`src/rtl/cmp_pkg.sv`:
```
// cmp_pkg: shared types for the compare/select stream unit.
//   cmp_op_e     compare operation codes carried on the op port
//   cmp_state_e  IDLE / ACCUM states of the running-extremum FSM
//   is_running() true for the multi-beat running extremum ops
package cmp_pkg;

  typedef enum logic [2:0] {
    GT   = 3'd0,
    LT   = 3'd1,
    EQ   = 3'd2,
    GE   = 3'd3,
    MAX  = 3'd4,
    MIN  = 3'd5,
    RMAX = 3'd6,
    RMIN = 3'd7
  } cmp_op_e;

  typedef enum logic {
    IDLE  = 1'b0,
    ACCUM = 1'b1
  } cmp_state_e;

  function automatic logic is_running(cmp_op_e op);
    return (op == RMAX) || (op == RMIN);
  endfunction

endpackage

```
`src/rtl/cmp_core.sv`:
```
// cmp_core: combinational magnitude comparator.
//   x, y       W-bit operands
//   is_signed  1 = two's complement, 0 = unsigned
//   gt         x > y
//   eq         x == y
module cmp_core #(
  parameter int W = 6
) (
  input  logic [W-1:0] x,
  input  logic [W-1:0] y,
  input  logic         is_signed,
  output logic         gt,
  output logic         eq
);

  logic [W-1:0] xs;
  logic [W-1:0] ys;

  // Flipping the sign bits maps two's complement order onto unsigned order.
  assign xs = {x[W-1] ^ is_signed, x[W-2:0]};
  assign ys = {y[W-1] ^ is_signed, y[W-2:0]};

  assign gt = xs > ys;
  assign eq = x == y;

endmodule

```
`src/rtl/cmp_stream_unit.sv`:
```
// cmp_stream_unit: pipelined compare/select unit with running MAX/MIN search.
//   clk, rst            clock, synchronous active-high reset
//   in_valid/in_ready   input handshake; a, b operands, op, is_signed, in_last
//   out_valid/out_ready output handshake; result, flag, idx (one output register)
//
// state | meaning
// IDLE  | no burst open; single-beat ops and one-beat running bursts emit here
// ACCUM | running burst open; acc/acc_idx hold the extremum so far
module cmp_stream_unit
  import cmp_pkg::*;
#(
  parameter  int W         = 6,
  parameter  int MAX_BURST = 64,
  localparam int IW        = $clog2(MAX_BURST)
) (
  input  logic          clk,
  input  logic          rst,
  input  logic          in_valid,
  output logic          in_ready,
  input  logic [W-1:0]  a,
  input  logic [W-1:0]  b,
  input  cmp_op_e       op,
  input  logic          is_signed,
  input  logic          in_last,
  output logic          out_valid,
  input  logic          out_ready,
  output logic [W-1:0]  result,
  output logic          flag,
  output logic [IW-1:0] idx
);

  localparam logic [IW-1:0] IDX_MAX = IW'(MAX_BURST - 1);

  cmp_state_e    state;
  logic [W-1:0]  acc;
  logic [IW-1:0] acc_idx;
  logic [IW-1:0] cnt;
  cmp_op_e       lop;
  logic          lsigned;

  logic gt_ab, eq_ab, gt_acc, eq_acc;
  logic accept, better, emit;
  logic [W-1:0]  n_res;
  logic          n_flag;
  logic [IW-1:0] n_idx;

  cmp_core #(.W(W)) u_ab (
    .x(a), .y(b), .is_signed(is_signed), .gt(gt_ab), .eq(eq_ab)
  );

  cmp_core #(.W(W)) u_acc (
    .x(a), .y(acc), .is_signed(lsigned), .gt(gt_acc), .eq(eq_acc)
  );

  assign in_ready = !out_valid || out_ready;
  assign accept   = in_valid && in_ready;
  // Strict improvement only, so ties keep the earlier index.
  assign better   = (lop == RMAX) ? gt_acc : (!gt_acc && !eq_acc);

  always_comb begin
    emit   = 1'b0;
    n_res  = '0;
    n_flag = 1'b0;
    n_idx  = '0;
    if (state == ACCUM) begin
      emit  = in_last;
      n_res = better ? a : acc;
      n_idx = better ? cnt : acc_idx;
    end else if (is_running(op)) begin
      emit  = in_last;
      n_res = a;
    end else begin
      emit = 1'b1;
      case (op)
        GT: begin n_flag = gt_ab;             n_res = {{(W-1){1'b0}}, n_flag}; end
        LT: begin n_flag = !gt_ab && !eq_ab;  n_res = {{(W-1){1'b0}}, n_flag}; end
        EQ: begin n_flag = eq_ab;             n_res = {{(W-1){1'b0}}, n_flag}; end
        GE: begin n_flag = gt_ab || eq_ab;    n_res = {{(W-1){1'b0}}, n_flag}; end
        MAX: begin n_flag = gt_ab || eq_ab;   n_res = n_flag ? a : b; end
        MIN: begin n_flag = !gt_ab;           n_res = n_flag ? a : b; end
        default: ;
      endcase
    end
  end

  always_ff @(posedge clk) begin
    if (rst) begin
      state     <= IDLE;
      acc       <= '0;
      acc_idx   <= '0;
      cnt       <= '0;
      lop       <= GT;
      lsigned   <= 1'b0;
      out_valid <= 1'b0;
      result    <= '0;
      flag      <= 1'b0;
      idx       <= '0;
    end else begin
      if (in_ready) begin
        out_valid <= accept && emit;
        if (accept && emit) begin
          result <= n_res;
          flag   <= n_flag;
          idx    <= n_idx;
        end
      end
      if (accept) begin
        if (state == IDLE) begin
          if (is_running(op) && !in_last) begin
            acc     <= a;
            acc_idx <= '0;
            cnt     <= IW'(1);
            lop     <= op;
            lsigned <= is_signed;
            state   <= ACCUM;
          end
        end else begin
          if (better) begin
            acc     <= a;
            acc_idx <= cnt;
          end
          if (in_last) begin
            state <= IDLE;
            cnt   <= '0;
          end else if (cnt != IDX_MAX) begin
            cnt <= cnt + IW'(1);
          end
        end
      end
    end
  end

endmodule

```
`config.mk`:
```
export PLATFORM = sky130hd
export DESIGN_NAME = cmp_stream_unit
export DESIGN_NICKNAME = d
export VERILOG_FILES = /design/src/rtl/cmp_pkg.sv /design/src/rtl/cmp_core.sv /design/src/rtl/cmp_stream_unit.sv
export SDC_FILE = /design/constraint.sdc
export NUM_CORES = 1
export LEC_CHECK = 0
export BUFFER_PORTS_ARGS = -buffer_cell sky130_fd_sc_hd__clkbuf_2
export CAP_MARGIN = 30
export CORE_ASPECT_RATIO = 0.7
export CORE_MARGIN = 10
export CORE_UTILIZATION = 46
export DETAILED_ROUTE_END_ITERATION = 7
export GPL_TIMING_DRIVEN = 1
export PLACE_DENSITY_LB_ADDON = 0.05
export SLEW_MARGIN = 30
export SYNTH_ARGS = -nofsm -noshare
export SYNTH_HDL_FRONTEND = slang
export SYNTH_SLANG_ARGS = --single-unit
export TNS_END_PERCENT = 10
```
`constraint.sdc`:
```
create_clock -name clk -period 3.1 [get_ports clk]
set_input_delay 0.62 -clock clk [delete_from_list [all_inputs] [get_ports clk]]
set_output_delay 0.62 -clock clk [all_outputs]
set_load 0.1 [all_outputs]
```
==> flow_summary.json, run 1 <==
{
  "hold_slack_ns": 0.453,
  "routed_wl_um": 6600,
  "ioPinCount": 36,
  "slew_violations": 0,
  "postLayoutCoreUtil_pct": 52.9,
  "final_cell_mix": "37 x dfxtp_1, 35 x clkbuf_2, 33 x nor2_1, 32 x nand2_1, 32 x a21oi_1",
  "fin_total_pwr_w": 0.00114,
  "hold_buffers": 0,
  "stdcell_count": 419,
  "drc_errors": 0,
  "cts_setup_buffers": 0,
  "endpoint_kind": "register",
  "drt_pass1_iterations": 4,
  "io_buffer_count": 35,
  "grt_pass1_wl_um": 10900,
  "muxShareOfSynthArea_pct": 3.73,
  "powerDensity_nw_per_um2": 414,
  "die-area_um2": 8690,
  "period_minus_slack_ns": 2.47,
  "finalHoldViolCount": 0,
  "yosysSeqAreaShare_pct": 30.3,
  "area_growth_syn_to_layout_pct": 12.3,
  "r2r_slack_ns": 0.71,
  "ant_nets": 0,
  "fin_skew_ns": 0.00409,
  "row_count": 22,
  "start_util_pct": 47.1,
  "num_vias": 2325,
  "cts.path.max_buffers": 2,
  "syn_inst": 314,
  "gp_congestion": 0.876,
  "arrival_ns": 2.70,
  "coreArea_um2": 5200,
  "synth_compound_area_share_pct": 27.8,
  "clk_pin_slew_worst_paths_ns": 0.07,
  "synth-edff-count": 0,
  "h-tree-depth": 2,
  "diodes": 0,
  "synth-xor-area-share_pct": 2.10,
  "worstSetupPathType": "input port to register",
  "drtIter0Drc": 155,
  "die_h_um": 81.0,
  "synthFlopType": "dfxtp_1",
  "clock_sinks": 37,
  "worst_ep_required_time_ns": 3.33,
  "layout-drive-gt1-share_pct": 18.7,
  "irDropWorstVdd_mv": 0.262,
  "setup_viol_count_final": 0,
  "synth_fp_nets": 346,
  "synth-seq-cells": 37,
  "cts-root-buf": "clkbuf_8",
  "gr-total-overflow": 0,
  "yosys.cell_types.count": 64,
  "synthSimpleGateAreaFrac_pct": 24.8,
  "antenna_found_initial": 0,
  "status": "complete, no violations",
  "wl_per_cell_um": 15.7,
  "fmax_ghz": 0.405,
  "p_leak_nw": 1.13,
  "layout_commonest_cell": "dfxtp_1",
  "syn_area_per_cell_um2": 7.80,
  "chipWidth_um": 107,
  "grt_util_all_layers_pct": 15.3,
  "syn_area_um2": 2450,
  "startpoint_type": "input port",
  "numCtsBuffers": 5,
  "tritoncts": "built",
  "yosysWarnings": 0,
  "critPathMaxFanout": 5,
  "relSlewSlack_pct": 53.8,
  "layout.nets": 378,
  "period_share_pct": 79.6,
  "viasPerCell": 5.55,
  "clock_latency_ns": 0.28,
  "tns_ns": 0,
  "grt_max_degree": 33,
  "worst_hold_path_type": "register to register",
  "synth_fa_ha_area_share_pct": 5.62,
  "async_flop_share_pct": 0,
  "fillerInstances": 528,
  "maxCapViolCount": 0,
  "synth_top_family_by_area": "compound AO/OA/AOI/OAI gates",
  "dpl.cell_count": 411,
  "dpl.hpwl_um": 5060,
  "rsz0062_at_grt": "false",
  "cts_resized": 0,
  "grt_pass1_vias": 2120,
  "worst_pin_slew_ns": 0.694
}
## cell families (layout without fill, tap and decap cells)
family / count (synthesis) / count (layout)
AOI/OAI and AO/OA: 100 / 100
xor gates and xnor gates: 5 / 5
adders and majority gates: 11 / 11
buffers and inverters: 30 / 63
DFF: 37 / 37
muxes: 9 / 9
and+or+nand+nor: 122 / 122
## worst paths after layout
path / to / depth (start not counted) / from
worst max-delay path: result[3] / 10 / a[0]
worst min-delay path: acc_idx[4] / 2 / acc_idx[4]
worst max register to register: acc[2] / 9 / acc[2]
worst min register to register: acc_idx[4] / 2 / acc_idx[4]
## flip-flops by register name, summed over array words and instances, names as in the netlist
register / flops
acc: 6
acc_idx: 6
cnt: 6
flag: 1
idx: 6
lop: 3
lsigned: 1
out_valid: 1
result: 6
state: 1
## per-layer routing
layer | global-route usage [%] | wire length, µm
met4 | 2.43 | 21
met3 | 3.72 | 419
met5 | 0 | 0
met1 | 23.4 | 3480
met2 | 21.0 | 2670
## worst max-delay path, cell delays in order
cell and delay, ns:
clkbuf_2 0.10, inv_1 0.16, ha_1 0.27, and2_1 0.15, and4_1 0.24, nor4_1 0.45, o2bb2ai_1 0.26, a21oi_1 0.13
o21ai_1 0.17, and3_1 0.16
## through the flow
stage / setup slack (ns) / cell area (µm²)
finish: 0.633 / 2750
floorplan: 0.186 / 2450
global route: 0.494 / 2750
global placement: 0.404 / 2670
detailed placement: 0.387 / 2670
CTS: 0.673 / 2750
## synthesized netlist by cell type (all sizes together) (3+ instances only)
cell type   n  area [µm²]
nor2b       3        18.8
nor3        6        30.0
o2111ai     3        32.5
o21a        3        22.5
ha         11         138
a31oi       4        25.0
clkbuf      7        26.3
nand4       3        18.8
a211oi      3        32.5
mux2i       8        80.1
and2        8        56.3
nand3      10        55.1
a221oi      4        35.0
nand2      32         120
nand3b      3        22.5
a21oi      33         176
nand2b      5        31.3
o31ai       5        37.5
nor2       33         124
o211ai      3        27.5
dfxtp      37         741
buf         7        52.5
and3       10        62.6
o21ai      24         124
inv        16        60.1
xor2        3        26.3
## power breakdown
| part | internal (W) | switching, W |
|---|---|---|
| clock network | 0.000156 | 0.000168 |
| registers | 0.000490 | 0.0000129 |
| logic | 0.0000901 | 0.000220 |
| total | 0.000736 | 0.000402 |
## layout make-up
| class | count | area, µm² | area share (%) |
|---|---|---|---|
| Sequential cell | 37 | 741 | 26.9 |
| Clock buffer | 6 | 72.6 | 2.64 |
| Timing Repair Buffer | 39 | 205 | 7.46 |
| Inverter | 16 | 60.1 | 2.18 |
| Multi-Input combinational cell | 247 | 1570 | 57.1 |
| Tap cell | 72 | 90.1 | 3.28 |
| Clock inverter | 2 | 10.0 | 0.364 |
(Power assumes the default switching activity.)
==> run 2, diff against run 1 <==
==> constraint.sdc (replaced) <==
create_clock -name clk -period 2.5 [get_ports clk]
set_input_delay 0.5 -clock clk [delete_from_list [all_inputs] [get_ports clk]]
set_output_delay 0.5 -clock clk [all_outputs]
set_load 0.1 [all_outputs]
==> flow_summary.json, run 2 (synthesized netlist as in run 1, its figures left out) <==
{
  "irDropWorstVdd_mv": 0.266,
  "setup_viol_count_final": 0,
  "internal_power_w": 0.000970,
  "gr-total-overflow": 0,
  "arrival_ns": 2.48,
  "start_util_pct": 47.1,
  "stdcell_count": 439,
  "relSlewSlack_pct": 60.2,
  "rsz0062_at_grt": "false",
  "drc_errors": 0,
  "dpl.cell_count": 432,
  "p_switching_w": 0.000511,
  "sw_frac_of_total_pct": 34.5,
  "h-tree-depth": 2,
  "maxCapViolCount": 0,
  "p_leak_nw": 1.23,
  "routed_wl_um": 7010,
  "ioPinCount": 36,
  "gp_congestion": 0.864,
  "period_minus_slack_ns": 2.32,
  "row_count": 22,
  "layout-drive-gt1-share_pct": 24.0,
  "cts_setup_buffers": 0,
  "startpoint_type": "register",
  "viasPerCell": 5.52,
  "clk_pin_slew_worst_paths_ns": 0.08,
  "postLayoutCoreUtil_pct": 56.1,
  "die-area_um2": 8690,
  "wl_per_cell_um": 16.0,
  "diodes": 0,
  "ant_nets": 0,
  "worst_hold_path_type": "input port to register",
  "endpoint_kind": "register",
  "grt_pass1_wl_um": 11700,
  "critPathMaxFanout": 12,
  "fin_skew_ns": 0.0145,
  "grt_pass1_vias": 2337,
  "num_vias": 2422,
  "tritoncts": "built",
  "slew_violations": 0,
  "clock_sinks": 37,
  "clkPwrFrac_pct": 29.0,
  "grt_util_all_layers_pct": 16.6,
  "layout.nets": 399,
  "cts.path.max_buffers": 2,
  "period_share_pct": 92.8,
  "chipWidth_um": 107,
  "worst_pin_slew_ns": 0.589,
  "io_buffer_count": 35,
  "numCtsBuffers": 5,
  "fmax_ghz": 0.431,
  "area_growth_syn_to_layout_pct": 19.3,
  "power_frac_seq_pct": 42.2,
  "worstSetupPathType": "register to register",
  "combPwrFrac_pct": 28.8,
  "final_cell_mix": "35 x dfxtp_1, 35 x clkbuf_2, 33 x nor2_1, 32 x nand2_1, 32 x a21oi_1",
  "status": "complete, no violations",
  "powerDensity_nw_per_um2": 507,
  "dpl.hpwl_um": 5570,
  "grt_max_degree": 22,
  "drtIter0Drc": 156,
  "drt_pass1_iterations": 5,
  "fillerInstances": 535,
  "finalHoldViolCount": 0,
  "die_h_um": 81.0,
  "worst_ep_required_time_ns": 2.66,
  "clock_latency_ns": 0.29,
  "antenna_found_initial": 0,
  "cts-root-buf": "clkbuf_8",
  "coreArea_um2": 5200
}
## run 2: final cells by class
type	count	area [µm²]	share of cell area, %
multi-input combinational	247	1580	54.0
sequential	37	743	25.4
timing repair buffer	60	363	12.4
tap	72	90.1	3.08
clock buffer	7	86.3	2.96
inverter	16	60.1	2.06
## run 2: stage by stage
step / TNS, ns / instance area (µm²) / total power, W / worst slack [ns] / hold slack, ns
global route: 0 / 2920 / 0.00155 / 0.0251 / 0.476
CTS: 0 / 2910 / 0.00149 / 0.129 / 0.443
floorplan: 0 / 2450 / 0.000934 / 0.0150 / 0.432
global placement: -0.0300 / 2830 / 0.00106 / -0.0300 / 0.437
finish: 0 / 2920 / 0.00148 / 0.181 / 0.449
detailed placement: -0.148 / 2830 / 0.00106 / -0.0382 / 0.443
## run 2: worst paths after layout
| check | from | endpoint | slack [ns] | cells after the start |
|---|---|---|---|---|
| setup / recovery | acc[4] | idx[0] | 0.18 | 9 |
| hold / removal | b[4] | result[4] | 0.45 | 3 |
| setup reg to reg | acc[4] | idx[0] | 0.18 | 9 |
| hold reg to reg | acc_idx[1] | acc_idx[1] | 0.45 | 2 |
## run 2: worst max-delay path, stage by stage, from the launching register on
cell	delay, ns
dfxtp_1	0.41
inv_1	0.06
ha_1	0.29
a21oi_1	0.07
a21oi_1	0.22
a211oi_2	0.11
a211o_4	0.42
and2_2	0.22
a21oi_1	0.25
o21ai_0	0.13
## run 2: repair_timing
item                       CTS  global route
hold buffers                 0             0
setup endpoints to repair    0             4
gates resized for setup      0             2
## run 2: power groups by stage
stage	clock network [W]	registers, W	logic (W)
2_1_floorplan	0	0.000720	0.000215
3_3_place_gp	0	0.000638	0.000420
3_5_place_dp	0	0.000638	0.000421
4_1_cts	0.000441	0.000624	0.000423
5_1_grt	0.000460	0.000627	0.000467
6_report	0.000429	0.000625	0.000426
## run 2: layer usage
metal	part of all wire [%]	global-route usage, %	up-vias
met5	0	0	-
met4	0.77	3.64	0
met3	7.7	4.58	6
met2	40	24.5	81
met1	52	23.3	1088
li1	-	-	1247
